`src/rtl/multicycle_addsub_pkg.sv`:
```
// Shared definitions for the multi-cycle adder/subtractor.
//   state_e : controller state encoding (IDLE / RUN / DONE)
//   clog2   : ceiling log2, used to size the chunk step counter
package multicycle_addsub_pkg;

    typedef enum logic [1:0] {
        ST_IDLE = 2'd0,
        ST_RUN  = 2'd1,
        ST_DONE = 2'd2
    } state_e;

    function automatic int clog2(input int n);
        int r;
        r = 0;
        while ((1 << r) < n) begin
            r++;
        end
        return r;
    endfunction

endpackage

```
`src/rtl/multicycle_addsub_chunk_adder.sv`:
```
// Combinational CHUNK-bit carry-lookahead adder.
//   a, b   : chunk operands
//   ci     : carry into bit 0
//   s      : chunk sum
//   co     : carry out of the chunk MSB
//   c_msb  : carry into the chunk MSB (XOR with co gives signed overflow)
module chunk_adder
    import multicycle_addsub_pkg::*;
#(
    parameter int CHUNK = 4
) (
    input  logic [CHUNK-1:0] a,
    input  logic [CHUNK-1:0] b,
    input  logic             ci,
    output logic [CHUNK-1:0] s,
    output logic             co,
    output logic             c_msb
);

    logic [CHUNK-1:0] g;
    logic [CHUNK-1:0] p;
    logic [CHUNK:0]   c;

    assign g = a & b;
    assign p = a ^ b;

    // Generate/propagate recurrence; synthesis flattens it into lookahead terms.
    always_comb begin
        c    = '0;
        c[0] = ci;
        for (int i = 0; i < CHUNK; i++) begin
            c[i+1] = g[i] | (p[i] & c[i]);
        end
    end

    assign s     = p ^ c[CHUNK-1:0];
    assign co    = c[CHUNK];
    assign c_msb = c[CHUNK-1];

endmodule

```
`src/rtl/multicycle_addsub.sv`:
```
// WIDTH-bit add/subtract computed CHUNK bits per clock with a registered carry.
//   clk, rst_n        : clock, asynchronous active-low reset
//   start             : request, honoured in IDLE or DONE only
//   sub               : 0 = A + B + cin, 1 = A + ~B + ~cin (borrow-in on cin)
//   A, B, cin         : operands, captured on the accepting edge
//   busy              : high while chunks are being processed
//   done              : one-cycle pulse when S/cout/ovf are final
//   S, cout, ovf      : result, carry/no-borrow out, signed overflow
module multicycle_addsub
    import multicycle_addsub_pkg::*;
#(
    parameter int WIDTH = 16,
    parameter int CHUNK = 4
) (
    input  logic             clk,
    input  logic             rst_n,
    input  logic             start,
    input  logic             sub,
    input  logic [WIDTH-1:0] A,
    input  logic [WIDTH-1:0] B,
    input  logic             cin,
    output logic             busy,
    output logic             done,
    output logic [WIDTH-1:0] S,
    output logic             cout,
    output logic             ovf
);

    localparam int N  = WIDTH / CHUNK;
    localparam int SW = (clog2(N) < 1) ? 1 : clog2(N);
    localparam logic [SW-1:0] LAST_STEP = SW'(N - 1);

    generate
        if ((WIDTH % CHUNK) != 0) begin : g_bad_chunk
            $error("multicycle_addsub: WIDTH must be a multiple of CHUNK");
        end
    endgenerate

    state_e           state_q;
    logic [SW-1:0]    step_q;
    logic [WIDTH-1:0] opa_q;
    logic [WIDTH-1:0] opb_q;
    logic             carry_q;
    logic [WIDTH-1:0] s_q;
    logic             cout_q;
    logic             ovf_q;
    logic             busy_q;
    logic             done_q;

    logic [CHUNK-1:0] a_chunk;
    logic [CHUNK-1:0] b_chunk;
    logic [CHUNK-1:0] sum_chunk;
    logic             co_chunk;
    logic             cmsb_chunk;
    logic             accept_d;

    // One adder shared across all steps; the step counter selects the slice.
    assign a_chunk  = opa_q[step_q*CHUNK +: CHUNK];
    assign b_chunk  = opb_q[step_q*CHUNK +: CHUNK];
    assign accept_d = start && ((state_q == ST_IDLE) || (state_q == ST_DONE));

    chunk_adder #(.CHUNK(CHUNK)) u_chunk_adder (
        .a     (a_chunk),
        .b     (b_chunk),
        .ci    (carry_q),
        .s     (sum_chunk),
        .co    (co_chunk),
        .c_msb (cmsb_chunk)
    );

    always_ff @(posedge clk or negedge rst_n) begin
        if (!rst_n) begin
            state_q <= ST_IDLE;
            step_q  <= '0;
            opa_q   <= '0;
            opb_q   <= '0;
            carry_q <= 1'b0;
            s_q     <= '0;
            cout_q  <= 1'b0;
            ovf_q   <= 1'b0;
            busy_q  <= 1'b0;
            done_q  <= 1'b0;
        end else begin
            case (state_q)
                ST_IDLE, ST_DONE: begin
                    done_q <= 1'b0;
                    if (accept_d) begin
                        // Subtract folds into an add: invert B, borrow-in becomes ~cin.
                        opa_q   <= A;
                        opb_q   <= sub ? ~B : B;
                        carry_q <= cin ^ sub;
                        s_q     <= '0;
                        step_q  <= '0;
                        busy_q  <= 1'b1;
                        state_q <= ST_RUN;
                    end else begin
                        busy_q  <= 1'b0;
                        state_q <= ST_IDLE;
                    end
                end
                ST_RUN: begin
                    s_q[step_q*CHUNK +: CHUNK] <= sum_chunk;
                    carry_q <= co_chunk;
                    if (step_q == LAST_STEP) begin
                        step_q  <= '0;
                        cout_q  <= co_chunk;
                        ovf_q   <= cmsb_chunk ^ co_chunk;
                        busy_q  <= 1'b0;
                        done_q  <= 1'b1;
                        state_q <= ST_DONE;
                    end else begin
                        step_q <= step_q + SW'(1);
                    end
                end
                default: begin
                    busy_q  <= 1'b0;
                    done_q  <= 1'b0;
                    state_q <= ST_IDLE;
                end
            endcase
        end
    end

    assign busy = busy_q;
    assign done = done_q;
    assign S    = s_q;
    assign cout = cout_q;
    assign ovf  = ovf_q;

endmodule

```
`config.mk`:
```
export PLATFORM = sky130hd
export DESIGN_NAME = multicycle_addsub
export DESIGN_NICKNAME = d
export VERILOG_FILES = /design/src/rtl/multicycle_addsub_pkg.sv /design/src/rtl/multicycle_addsub_chunk_adder.sv /design/src/rtl/multicycle_addsub.sv
export SDC_FILE = /design/constraint.sdc
export NUM_CORES = 1
export LEC_CHECK = 0
export ABC_CLOCK_PERIOD_IN_PS = 3300
export CORE_MARGIN = 3
export CORE_UTILIZATION = 45
export CTS_BUF_LIST = sky130_fd_sc_hd__clkbuf_2 sky130_fd_sc_hd__clkbuf_4 sky130_fd_sc_hd__clkbuf_8
export DETAILED_ROUTE_END_ITERATION = 10
export PLACE_DENSITY_LB_ADDON = 0.25
export SYNTH_ARGS = -nofsm -noshare
export SYNTH_HDL_FRONTEND = slang
export SYNTH_SLANG_ARGS = --single-unit
```
`constraint.sdc`:
```
create_clock -name clk -period 3.3 [get_ports clk]
set_clock_uncertainty 0.15 [all_clocks]
set_input_delay 0.99 -clock clk [delete_from_list [all_inputs] [get_ports clk]]
set_output_delay 0.99 -clock clk [all_outputs]
set_load 0.05 [all_outputs]
```
* Word level (Yosys, flattened, before mapping)
Cells that the tools add are included.
W data, S select, Z words.
** Word-level totals
- Register bits :: 57
- Input bits :: 37
- Output and inout port bits :: 20
- Logic and storage cells :: 60
** Operators by class
- Add/sub/neg operators :: 2
- Eq/ne operators :: 5
- Shift-type cells :: 4
- Mux-type cells :: 17
- Bitwise logic cells :: 14
- Reduce and logical (&&, ||, !) cells :: 8
** Operators with widths (number)
- $neg A4 Y34 :: 1
- $shift A4 B34 Y16 const A :: 1
- $shiftx A4 B34 Y16 :: 1
- $mux W16 :: 2
- $pmux W16 S2 :: 1
- $shiftx A16 B5 Y4 :: 2
- $bwmux W16 :: 1
- $not A16 Y16 :: 1
- $pmux W2 S2 :: 2
- $xor A4 B4 Y4 :: 2
- $mux W1 :: 6
- $mux W2 :: 3
- $reduce_and A2 Y1 :: 3
- $and A1 B1 Y1 :: 4
- $and A4 B4 Y4 :: 1
- $eq A2 B2 Y1 const B :: 2
- $ne A2 B2 Y1 const B :: 2
- $or A1 B1 Y1 :: 4
- $pmux W1 S2 :: 2
- $add A2 B1 Y2 const B :: 1
- $eq A2 B1 Y1 const B :: 1
- $logic_not A2 Y1 :: 1
- $reduce_bool A2 Y1 :: 1
- $reduce_or A2 Y1 :: 1
- other kinds (3) :: 4

* Longest topological paths before layout
Gate-level depths: netlist of run 1.
- Word-level depth :: 12
- Gate-level depth with buffers :: 11
- Mapped depth without buffers :: 9

* By module
From an unflattened synthesis of run 1, not the netlist that was laid out.
** Second synthesis, totals
- Cells, all modules :: 244
- Area total of the unflattened synthesis :: 2717.6 µm²
** Modules (own cells, without submodules)
- multicycle_addsub :: times used 1, cells an instance 230, area each 2600.0 µm², sequential area each 1401.3 µm²
- chunk_adder :: times used 1, cells an instance 14, area each 117.6 µm², sequential area each 0.0 µm²

* Worst setup path before layout of run 1
Ideal clock, no wire load.
- Path type :: reg2reg
- From :: reg step_q[0]
- To :: reg carry_q
- Library setup time :: 0.126 ns
- Arrival time :: 2.783 ns
- Required time :: 3.024 ns
- Path slack :: 0.241 ns
- Stages on the path, launching flop included :: 11
- Buffers on the path :: 2
- Clock period less this slack :: 3.059 ns
- Path through :: dfrtp_1 -> buf_4 -> buf_4 -> mux4_2 -> fa_1 -> inv_1 -> fa_1 -> fa_1 -> inv_1 -> fa_1 -> a221o_1
** On the way
- Word-level cells in the longest chain between the ends :: 11
- Elaborated cells between the ends (all ways) :: 13
- Classes of those cells :: shift: 2; mux: 1; bitwise: 10
** Ends and longest elaborated chain
- start, declared :: line multicycle_addsub.sv:40 : logic [SW-1:0] step_q;
- start signal, assigned :: line multicycle_addsub.sv:112 : step_q <= step_q + SW'(1);
- $shiftx A16 B5 Y4 (on tied branches) :: line multicycle_addsub.sv:58, multicycle_addsub.sv:59
- $xor A4 B4 Y4 :: line multicycle_addsub_chunk_adder.sv:25 : assign p = a ^ b;
- $and A1 B1 Y1 :: line multicycle_addsub_chunk_adder.sv:32 : c[i+1] = g[i] | (p[i] & c[i]);
- $or A1 B1 Y1 :: line multicycle_addsub_chunk_adder.sv:32
- $and A1 B1 Y1 :: line multicycle_addsub_chunk_adder.sv:32
- $or A1 B1 Y1 :: line multicycle_addsub_chunk_adder.sv:32
- $and A1 B1 Y1 :: line multicycle_addsub_chunk_adder.sv:32
- $or A1 B1 Y1 :: line multicycle_addsub_chunk_adder.sv:32
- $and A1 B1 Y1 :: line multicycle_addsub_chunk_adder.sv:32
- $or A1 B1 Y1 * :: line multicycle_addsub_chunk_adder.sv:32
- net co_chunk :: line multicycle_addsub.sv:53 : logic co_chunk;
- $pmux W1 S2 * :: line multicycle_addsub.sv:84 : case (state_q)
- end signal, assigned :: line multicycle_addsub.sv:91 : carry_q <= cin ^ sub;
- end signal, assigned :: line multicycle_addsub.sv:103 : carry_q <= co_chunk;
- end, declared :: line multicycle_addsub.sv:43 : logic carry_q;
The timed path passes the listed nets; every way through them passes the cells marked *.
A chain may end at the register's enable or synchronous reset.

* Worst setup path in the final report of run 1
- From :: reg step_q[1]
- To :: reg s_q[11] (netlist: S[11])
** On the way
- Word-level cells in the longest chain between the ends :: 12
- Elaborated cells between the ends (all ways) :: 16
- Classes of those cells :: add/sub: 1; shift: 4; mux: 2; bitwise: 9
** Ends and longest elaborated chain
- $shiftx A16 B5 Y4 (on tied branches) :: line multicycle_addsub.sv:58, multicycle_addsub.sv:59
- $xor A4 B4 Y4 :: line multicycle_addsub_chunk_adder.sv:25
- $and A1 B1 Y1 :: line multicycle_addsub_chunk_adder.sv:32
- $or A1 B1 Y1 :: line multicycle_addsub_chunk_adder.sv:32
- $and A1 B1 Y1 :: line multicycle_addsub_chunk_adder.sv:32
- $or A1 B1 Y1 :: line multicycle_addsub_chunk_adder.sv:32
- $and A1 B1 Y1 :: line multicycle_addsub_chunk_adder.sv:32
- $or A1 B1 Y1 :: line multicycle_addsub_chunk_adder.sv:32
- $xor A4 B4 Y4 :: line multicycle_addsub_chunk_adder.sv:36 : assign s = p ^ c[CHUNK-1:0];
- $shiftx A4 B34 Y16 :: line multicycle_addsub.sv:102 : s_q[step_q*CHUNK +: CHUNK] <= sum_chunk;
- $bwmux W16 * :: line multicycle_addsub.sv:102
- $pmux W16 S2 * :: line multicycle_addsub.sv:84
- end signal, assigned by index :: line multicycle_addsub.sv:102
- end, declared :: line multicycle_addsub.sv:44 : logic [WIDTH-1:0] s_q;
Every way passes the cells marked *; elsewhere a longest branch is shown, timed or not.

==> results of run 1 <==
-- how the worst max path moves through the flow --
stage / endpoint / cells past startpoint / slack [ps]
after global routing: S[3]$_DFFE_PN0P_ / 9 / 130
final: S[11]$_DFFE_PN0P_ / 8 / 320
after floorplan: carry_q$_DFFE_PN0P_ / 10 / 240
after global placement: S[11]$_DFFE_PN0P_ / 8 / 280
after detailed placement: S[11]$_DFFE_PN0P_ / 8 / 220
after CTS: S[3]$_DFFE_PN0P_ / 9 / 210
-- metal layers --
| metal | GRT usage | share of wire | vias to the layer above |
|---|---|---|---|
| li1 | - | - | 939 |
| met4 | 0.0357 | 0.0097 | 0 |
| met3 | 0.0437 | 0.044 | 5 |
| met5 | 0 | 0 | - |
| met2 | 0.285 | 0.50 | 39 |
| met1 | 0.208 | 0.44 | 903 |
-- synthesized netlist by cell type, types with 2 or more instances --
master     instances
buf_2              8
nand2b_1           3
nor2_1             3
and4_1             2
ha_1               4
a21oi_1            2
o41ai_1            2
inv_1             10
mux4_2             8
nand3_1            5
xnor2_1           17
o21ai_0           20
clkbuf_1           3
dfrtp_1           56
nand4_1            2
o2bb2ai_1          6
nand2_1           67
fa_1               4
a22o_1             7
nor2b_1            4
o31ai_1            2
buf_4              3
-- worst register-to-register path, stage by stage (launching register included) --
cell	delay (ps)
dfrtp_1	620
mux4_2	300
fa_1	160
inv_1	50
fa_1	370
fa_1	400
inv_1	90
fa_1	490
a22o_1	240
-- per-stage QoR --
stage | power, W | cell area, um^2 | setup WS, ps
2_1_floorplan | 0.00244 | 2670 | 241
3_3_place_gp | 0.00299 | 3290 | 283
3_5_place_dp | 0.00303 | 3290 | 223
6_report | 0.00339 | 3390 | 320
5_1_grt | 0.00367 | 3390 | 126
4_1_cts | 0.00343 | 3390 | 210
-- cell families (layout without fill, tap and decap cells) --
| group | count (synthesis) | after routing | share of synthesized area |
|---|---|---|---|
| XOR/XNOR | 18 | 18 | 0.0591 |
| AND/OR/NAND/NOR | 90 | 90 | 0.147 |
| flip-flops | 56 | 56 | 0.526 |
| AO/OA/AOI/OAI | 41 | 41 | 0.103 |
| buffers and inverters | 25 | 82 | 0.0446 |
| adder cells (fa/ha/maj) | 8 | 8 | 0.0488 |
| multiplexers | 9 | 9 | 0.0718 |
-- power breakdown --
part	total, W	internal (W)	switching [W]
registers	0.00119	0.000975	0.000213
clock network	0.000399	0.000188	0.000211
logic	0.00180	0.000745	0.00105
total	0.00339	0.00191	0.00148
-- sequential cells by signal, indices dropped and copies added, names as in the netlist --
name / cells
cout: 1
opb_q: 16
busy: 1
ovf: 1
step_q: 2
state_q: 2
carry_q: 1
S: 16
opa_q: 16
-- area by class of cell --
class	instances	share of cell area
multi-input combinational	166	0.339
timing repair buffer	64	0.181
inverter	10	0.0111
clock buffer	8	0.0288
sequential	56	0.414
tap	72	0.0266
==> results.py, run 1 <==
metrics = {
    "status": {
        "outcome": "complete, no violations",
    },
    "cells_and_area": {
        "layout-drive-gt1-share": 0.0987,
        "seq_area_mm2": 0.00140,
        "num-fill-cells": 510,
        "multi_input_area_mm2": 0.00115,
        "num_antenna_cells": 0,
        "final_cells": 376,
        "final_cell_mix": "67 x nand2_1, 55 x dfrtp_1, 55 x clkdlybuf4s50_1",
        "final_util": 0.605,
        "syn_to_final_growth_pct": 27.2,
        "final_common_cell": "nand2_1",
        "nets": 348,
    },
    "hold_path": {
        "worstHoldPathCells": 2,
        "hold_end": "opa_q[12]$_DFFE_PN0P_",
        "min-delay-start": "opa_q[12]$_DFFE_PN0P_",
        "holdCritPathClass": "reg2reg",
    },
    "sta": {
        "rsz0062_at_grt": "false",
        "hold_slack_ps": 334,
        "fin_setup_tns_ps": 0,
        "worstMarginPinSlew_ps": 775,
        "setup_viol_count_final": 0,
        "fin_crit_ps": 2980,
        "finalHoldViolCount": 0,
        "max_freq_mhz": 336,
        "slew_headroom": 0.483,
        "post-route-period-util": 0.903,
        "finalMaxSlewViolations": 0,
    },
    "clock_network": {
        "clock_latency_ps": 310,
        "clockBufferDepth": 2,
        "path_clk_slew_ps": 90,
        "ctsResizeCount": 0,
        "cts-hold-fix-buffers": 0,
        "cts_buffers": 5,
        "cts_setup_buffers": 0,
        "clock-sinks": 56,
        "cts_htree_levels": 2,
        "cts-root-buf": "clkbuf_8",
        "tritoncts": "yes",
    },
    "place": {
        "dp_hpwl_um": 4150,
        "place_inst": 368,
        "port_buffers": 56,
        "place_congestion": 0.765,
    },
    "route": {
        "viasPerCell": 5.02,
        "routed_wl_um": 5350,
        "drcViolationCount": 0,
        "drt_iter0_markers": 81,
        "ant_nets": 0,
        "dr.pass1.iters": 4,
        "vias": 1886,
        "wl_per_cell_um": 14.2,
    },
    "floorplan": {
        "fp.dieH_um": 83.0,
        "placement_rows": 27,
        "io_pins": 57,
        "initial_utilization": 0.475,
        "dieArea_mm2": 0.00688,
        "die_w_um": 83.0,
        "core_area_mm2": 0.00561,
    },
    "global_route": {
        "grt_start_max_net_pins": 37,
        "grt_overflow": 0,
        "grtUsageTotal": 0.165,
        "antenna_found_initial": 0,
        "grt_pass1_vias": 1935,
        "grt_pass1_wl_um": 9180,
    },
    "critical_path": {
        "reg2reg_slack_ps": 320,
        "worst-setup-path-type": "reg2reg",
        "cpPeakStageDelay_ps": 620,
        "critPathSlowestCell": "dfrtp_1",
        "critical_path.reg2reg.endpoint": "S[11]$_DFFE_PN0P_",
        "worstSetupStartpoint": "step_q[1]$_DFFE_PN0P_",
        "cpLargestDelayFamily": "adder cells",
        "worst-path-max-fanout": 12,
        "worst-r2r-cell-count": 8,
        "cp_common_cell": "fa_1",
        "worstPathArrival_ps": 3030,
        "reg2reg_from": "step_q[1]$_DFFE_PN0P_",
        "critPathLaunchType": "flop",
        "critical_path_buf_inv_count": 2,
        "crit_path_end_kind": "flop",
        "required_ps": 3350,
        "cp_cell_sequence": "mux4_2 -> fa_1 -> inv_1 -> fa_1 -> fa_1 -> inv_1 -> fa_1 -> a22o_1",
    },
    "synth": {
        "syn_inst": 247,
        "synth.avg_cell_area_um2": 10.8,
        "yosysSeqAreaShare": 0.526,
        "synth_enable_flop_cells": 0,
        "synth_top_area_frac": 0.526,
        "async_reset_ff_frac": 1.00,
        "ys_warn_count": 0,
        "synthesis.area_mm2": 0.00267,
        "synth_seq_cells": 56,
        "synth_cell_type_count": 31,
        "yosys.area.top_type": "dfrtp_1",
        "synth_flop_cell": "dfrtp_1",
        "syn_nets": 292,
        "synth_area_leaders": "dfrtp_1 53%, nand2_1 9.4%, mux4_2 6.8%, xnor2_1 5.6%, o21ai_0 3.8%",
    },
    "pwr": {
        "power_density_mw_per_mm2": 998,
        "ir_worst_vdd_v": 0.000510,
        "p_leak_nw": 1.52,
    },
    "job": {
        "drv_cap": 0,
    },
}
Power figures use the tool's default switching activity.
==> inputs of run 2 (changes only) <==
ABC_AREA = 1   (was default)
ABC_CLOCK_PERIOD_IN_PS = 3000   (was 3300)
MAX_ROUTING_LAYER = met4   (was default)
clock period = 3 ns   (was 3.3 ns; I/O delays follow)
==> results.py, run 2 <==
metrics = {
    "synth": {
        "synth_flop_cell": "dfrtp_1",
        "yosys.area.top_type": "dfrtp_1",
        "synth_seq_cells": 56,
        "synth_area_leaders": "dfrtp_1 48%, nand2_1 20%, nand3_1 5.6%, xor2_1 4.8%, buf_6 3.1%",
        "async_reset_ff_frac": 1.00,
        "yosysSeqAreaShare": 0.478,
        "syn_nets": 397,
        "synth_cell_type_count": 22,
        "syn_inst": 352,
        "synth_common_cells": "158 x nand2_1, 56 x dfrtp_1, 33 x nand3_1",
        "synth_top_area_frac": 0.478,
        "synthesis.area_mm2": 0.00293,
        "ys_warn_count": 0,
        "yosysMostFrequentCell": "nand2_1",
        "synth.avg_cell_area_um2": 8.32,
        "synth_enable_flop_cells": 0,
    },
    "place": {
        "place_congestion": 0.954,
        "place_inst": 476,
        "port_buffers": 56,
        "dp_hpwl_um": 4570,
    },
    "sta": {
        "fin_setup_tns_ps": 0,
        "fin_crit_ps": 2790,
        "post-route-period-util": 0.930,
        "finalHoldViolCount": 0,
        "rsz0062_at_grt": "false",
        "setup_viol_count_final": 0,
        "worstMarginPinSlew_ps": 554,
        "finalMaxSlewViolations": 0,
        "slew_headroom": 0.631,
        "max_freq_mhz": 358,
    },
    "clock_network": {
        "clock_latency_ps": 310,
        "cts-root-buf": "clkbuf_8",
        "clockBufferDepth": 2,
        "cts_buffers": 5,
        "tritoncts": "yes",
        "clock-sinks": 56,
        "path_clk_slew_ps": 90,
        "cts_htree_levels": 2,
    },
    "floorplan": {
        "fp.dieH_um": 86.7,
        "io_pins": 57,
        "core_area_mm2": 0.00610,
        "initial_utilization": 0.481,
        "placement_rows": 28,
        "dieArea_mm2": 0.00751,
        "die_w_um": 86.7,
    },
    "route": {
        "routed_wl_um": 6040,
        "ant_nets": 0,
        "drt_iter0_markers": 111,
        "dr.pass1.iters": 4,
        "vias": 2396,
        "viasPerCell": 4.94,
        "wl_per_cell_um": 12.5,
        "drcViolationCount": 0,
    },
    "pwr": {
        "p_sw_frac": 0.470,
        "pwr-share-clk": 0.106,
        "p_int_w": 0.00215,
        "power_density_mw_per_mm2": 1120,
        "ir_worst_vdd_v": 0.000536,
        "seqPwrFrac": 0.322,
        "p_total_w": 0.00405,
        "combPwrFrac": 0.572,
        "p_switching_w": 0.00191,
        "p_leak_nw": 1.87,
    },
    "global_route": {
        "grt.busiest_layer": "met2",
        "grt_pass1_wl_um": 10500,
        "grtUsageMet3": 0.0390,
        "grtUsageMet1": 0.217,
        "grtUsageTotal": 0.181,
        "grt_pass1_vias": 2342,
        "grt_overflow": 0,
        "grt_start_max_net_pins": 51,
        "antenna_found_initial": 0,
        "use_met2": 0.305,
    },
    "critical_path": {
        "worst-path-max-fanout": 12,
        "critPathLaunchType": "flop",
        "crit_path_end_kind": "flop",
        "worst-setup-path-type": "reg2reg",
        "required_ps": 3060,
        "worstPathArrival_ps": 2850,
    },
    "cells_and_area": {
        "syn_to_final_growth_pct": 23.8,
        "nets": 454,
        "final_common_cell": "nand2_1",
        "final_cell_mix": "158 x nand2_1, 55 x dfrtp_1, 55 x clkdlybuf4s50_1",
        "layout-drive-gt1-share": 0.0854,
        "num_antenna_cells": 0,
        "final_cells": 485,
    },
    "hold_path": {
        "holdCritPathClass": "reg2reg",
    },
    "job": {
        "drv_cap": 0,
    },
    "status": {
        "outcome": "complete, no violations",
    },
}
==> run 2: critical path, stage by stage, from the launching register on <==
cell and delay (ps):
dfrtp_2 450, inv_4 120, buf_4 170, nand2_1 60, nand3_1 60, nand2_1 70, fa_1 430, fa_2 360
inv_1 90, fa_2 460, nand3_1 110, inv_1 40, nand2_1 50, nand2_1 50
==> run 2: layer usage <==
metal,share of wire,up-vias
met4,0.011,0
met3,0.055,8
met5,0,-
li1,-,1204
met2,0.50,75
met1,0.44,1109
==> run 2: area by class of cell <==
| class | count | area, um^2 |
|---|---|---|
| clock buffer | 7 | 90.1 |
| sequential | 56 | 1400 |
| fill | 554 | 2470 |
| tap | 75 | 93.8 |
| clock inverter | 1 | 7.51 |
| timing repair buffer | 66 | 643 |
| multi-input combinational | 257 | 1300 |
| inverter | 23 | 91.3 |
==> run 2: repair_timing <==
item,4_1_cts,5_1_grt
setup buffers,0,1
resized for setup,0,5
endpoints found under the setup margin,0,3
hold buffers,0,0
==> run 2: cells by family (layout without fill, tap and decap cells) <==
logic type      Yosys count  count (layout)  synth area share
simple gates            214             214             0.309
flops                    56              56             0.478
buf+inv                  39              97            0.0807
compound gates           18              18            0.0367
xor+xnor                 17              17            0.0508
fa+ha+maj                 8               8            0.0444
==> run 2: stage by stage <==
stage	cell area [um^2]	worst slack, ps	utilization	hold slack, ps
floorplan	2930	122	-	294
global placement	3510	189	0.576	306
detailed placement	3510	105	0.576	319
CTS	3610	87.3	0.592	343
global route	3620	11.7	0.595	370
finish	3620	209	0.595	335
==> run 2: final timing paths <==
check	from	to	slack, ps	depth (start not counted)
min	busy$_DFFE_PN0P_	busy$_DFFE_PN0P_	340	2
max reg2reg	step_q[0]$_DFFE_PN0P_	S[15]$_DFFE_PN0P_	210	13
max	step_q[0]$_DFFE_PN0P_	S[15]$_DFFE_PN0P_	210	13
max in group asynchronous	rst_n	step_q[0]$_DFFE_PN0P_	1710	2
min reg2reg	busy$_DFFE_PN0P_	busy$_DFFE_PN0P_	340	2
min in group asynchronous	rst_n	opa_q[0]$_DFFE_PN0P_	420	1
==> run 2: power by group through the flow <==
stage	Clock [W]	Sequential [W]	Combinational [W]
2_1_floorplan	0	0.00153	0.00144
3_3_place_gp	0	0.00131	0.00222
3_5_place_dp	0	0.00131	0.00227
4_1_cts	0.000442	0.00130	0.00228
5_1_grt	0.000472	0.00134	0.00262
6_report	0.000431	0.00130	0.00232
==> inputs of run 3 (changes only) <==
REMOVE_ABC_BUFFERS = 1   (was default)
==> results.py, run 3 (same netlist as run 2, synthesis figures left out) <==
metrics = {
    "cells_and_area": {
        "num-fill-cells": 595,
        "layout-drive-gt1-share": 0.0829,
        "stdcell_area_mm2": 0.00361,
        "final_cell_mix": "158 x nand2_1, 55 x dfrtp_1, 55 x clkdlybuf4s50_1",
        "final_common_cell": "nand2_1",
        "nets": 454,
        "syn_to_final_growth_pct": 23.4,
        "num_antenna_cells": 0,
    },
    "route": {
        "dr.pass1.iters": 4,
        "viasPerCell": 4.87,
        "drt_iter0_markers": 111,
        "drcViolationCount": 0,
        "routed_wl_um": 6100,
        "ant_nets": 0,
        "vias": 2364,
        "wl_per_cell_um": 12.6,
    },
    "critical_path": {
        "worstPathArrival_ps": 2850,
        "worst-r2r-cell-count": 13,
        "critPathLaunchType": "flop",
        "required_ps": 3050,
        "worst-path-max-fanout": 6,
        "worst-setup-path-type": "reg2reg",
        "crit_path_end_kind": "flop",
    },
    "hold_path": {
        "holdCritPathClass": "reg2reg",
        "worstHoldPathCells": 2,
    },
    "clock_network": {
        "path_clk_slew_ps": 100,
        "cts-root-buf": "clkbuf_8",
        "cts-hold-fix-buffers": 0,
        "tritoncts": "yes",
        "cts_buffers": 5,
        "cts_setup_buffers": 0,
        "clock_latency_ps": 310,
        "cts_htree_levels": 2,
        "clock-sinks": 56,
        "clockBufferDepth": 2,
    },
    "sta": {
        "hold_slack_ps": 338,
        "slew_headroom": 0.647,
        "fin_crit_ps": 2790,
        "rsz0062_at_grt": "false",
        "finalHoldViolCount": 0,
        "setup_viol_count_final": 0,
        "worstMarginPinSlew_ps": 530,
        "post-route-period-util": 0.931,
        "fin_setup_tns_ps": 0,
        "max_freq_mhz": 358,
        "finalMaxSlewViolations": 0,
    },
    "global_route": {
        "grt_pass1_vias": 2385,
        "grt_overflow": 0,
        "antenna_found_initial": 0,
        "grt.busiest_layer": "met2",
        "grt_pass1_wl_um": 11000,
        "use_met2": 0.309,
        "grtUsageTotal": 0.187,
        "grtUsageMet1": 0.242,
        "grtUsageMet3": 0.0323,
        "grt_start_max_net_pins": 51,
    },
    "job": {
        "drv_cap": 0,
    },
    "floorplan": {
        "dieArea_mm2": 0.00751,
        "fp.dieH_um": 86.7,
        "initial_utilization": 0.481,
        "io_pins": 57,
        "placement_rows": 28,
        "core_area_mm2": 0.00610,
        "die_w_um": 86.7,
    },
    "status": {
        "outcome": "complete, no violations",
    },
    "place": {
        "place_congestion": 0.863,
        "port_buffers": 56,
        "dpl-instance-area_mm2": 0.00351,
        "dp_hpwl_um": 4660,
    },
    "pwr": {
        "ir_worst_vdd_v": 0.000605,
        "p_leak_nw": 1.87,
        "power_density_mw_per_mm2": 1110,
    },
}
## run 3: final cells by class
cell class                      instances  area, um^2  area share
Sequential cell                        56        1400       0.388
Tap cell                               75        93.8      0.0260
Timing Repair Buffer                   66         631       0.174
Multi-Input combinational cell        257        1300       0.359
Inverter                               23        91.3      0.0253
Clock buffer                            8        97.6      0.0270
## run 3: metal layers
layer / part of all wire / wire, um / vias to the layer above
li1: - / - / 1205
met1: 0.46 / 2820 / 1105
met2: 0.49 / 2990 / 48
met3: 0.039 / 239 / 6
met4: 0.0077 / 47 / 0
met5: 0 / 0 / -
## run 3: power by group
| group | leakage, nW | switching, W | internal (W) | total, W |
|---|---|---|---|---|
| Combinational | 1.11 | 0.00143 | 0.000846 | 0.00228 |
| Clock | 0.0523 | 0.000232 | 0.000207 | 0.000439 |
| Sequential | 0.715 | 0.000225 | 0.00108 | 0.00130 |
| Total | 1.87 | 0.00189 | 0.00213 | 0.00402 |
## run 3: stage by stage
stage | util | cells | total power (W) | worst slack, ps
6_report | 0.593 | 485 | 0.00402 | 207
3_5_place_dp | 0.575 | 477 | 0.00359 | 124
4_1_cts | 0.591 | 485 | 0.00404 | 103
5_1_grt | 0.593 | 485 | 0.00441 | 21.5
3_3_place_gp | 0.575 | 477 | 0.00353 | 204
2_1_floorplan | - | 336 | 0.00284 | -94.4
## run 3: final timing paths
check	startpoint	to	slack (ps)
setup / recovery	step_q[1]$_DFFE_PN0P_	S[15]$_DFFE_PN0P_	210
min in group asynchronous	rst_n	S[9]$_DFFE_PN0P_	370
hold reg to reg	opa_q[15]$_DFFE_PN0P_	opa_q[15]$_DFFE_PN0P_	340
setup reg to reg	step_q[1]$_DFFE_PN0P_	S[15]$_DFFE_PN0P_	210
max in group asynchronous	rst_n	opb_q[13]$_DFFE_PN0P_	1660
hold / removal	opa_q[15]$_DFFE_PN0P_	opa_q[15]$_DFFE_PN0P_	340
## run 3: repair_timing
| action | 4_1_cts | 5_1_grt |
|---|---|---|
| endpoints found under the hold margin | 0 | 0 |
| endpoints found under the setup margin | 0 | 3 |
| gates resized for setup | 0 | 4 |
## run 3: worst max-delay path: stages, from the launching register on
cell and delay, ps:
dfrtp_1 390, inv_1 150, o211ai_1 130, nand2_1 90, fa_1 170, inv_1 50
fa_1 390, fa_2 360, inv_1 80, fa_1 460, nand3_2 110, inv_1 50
nand2_1 60, nand2_1 40
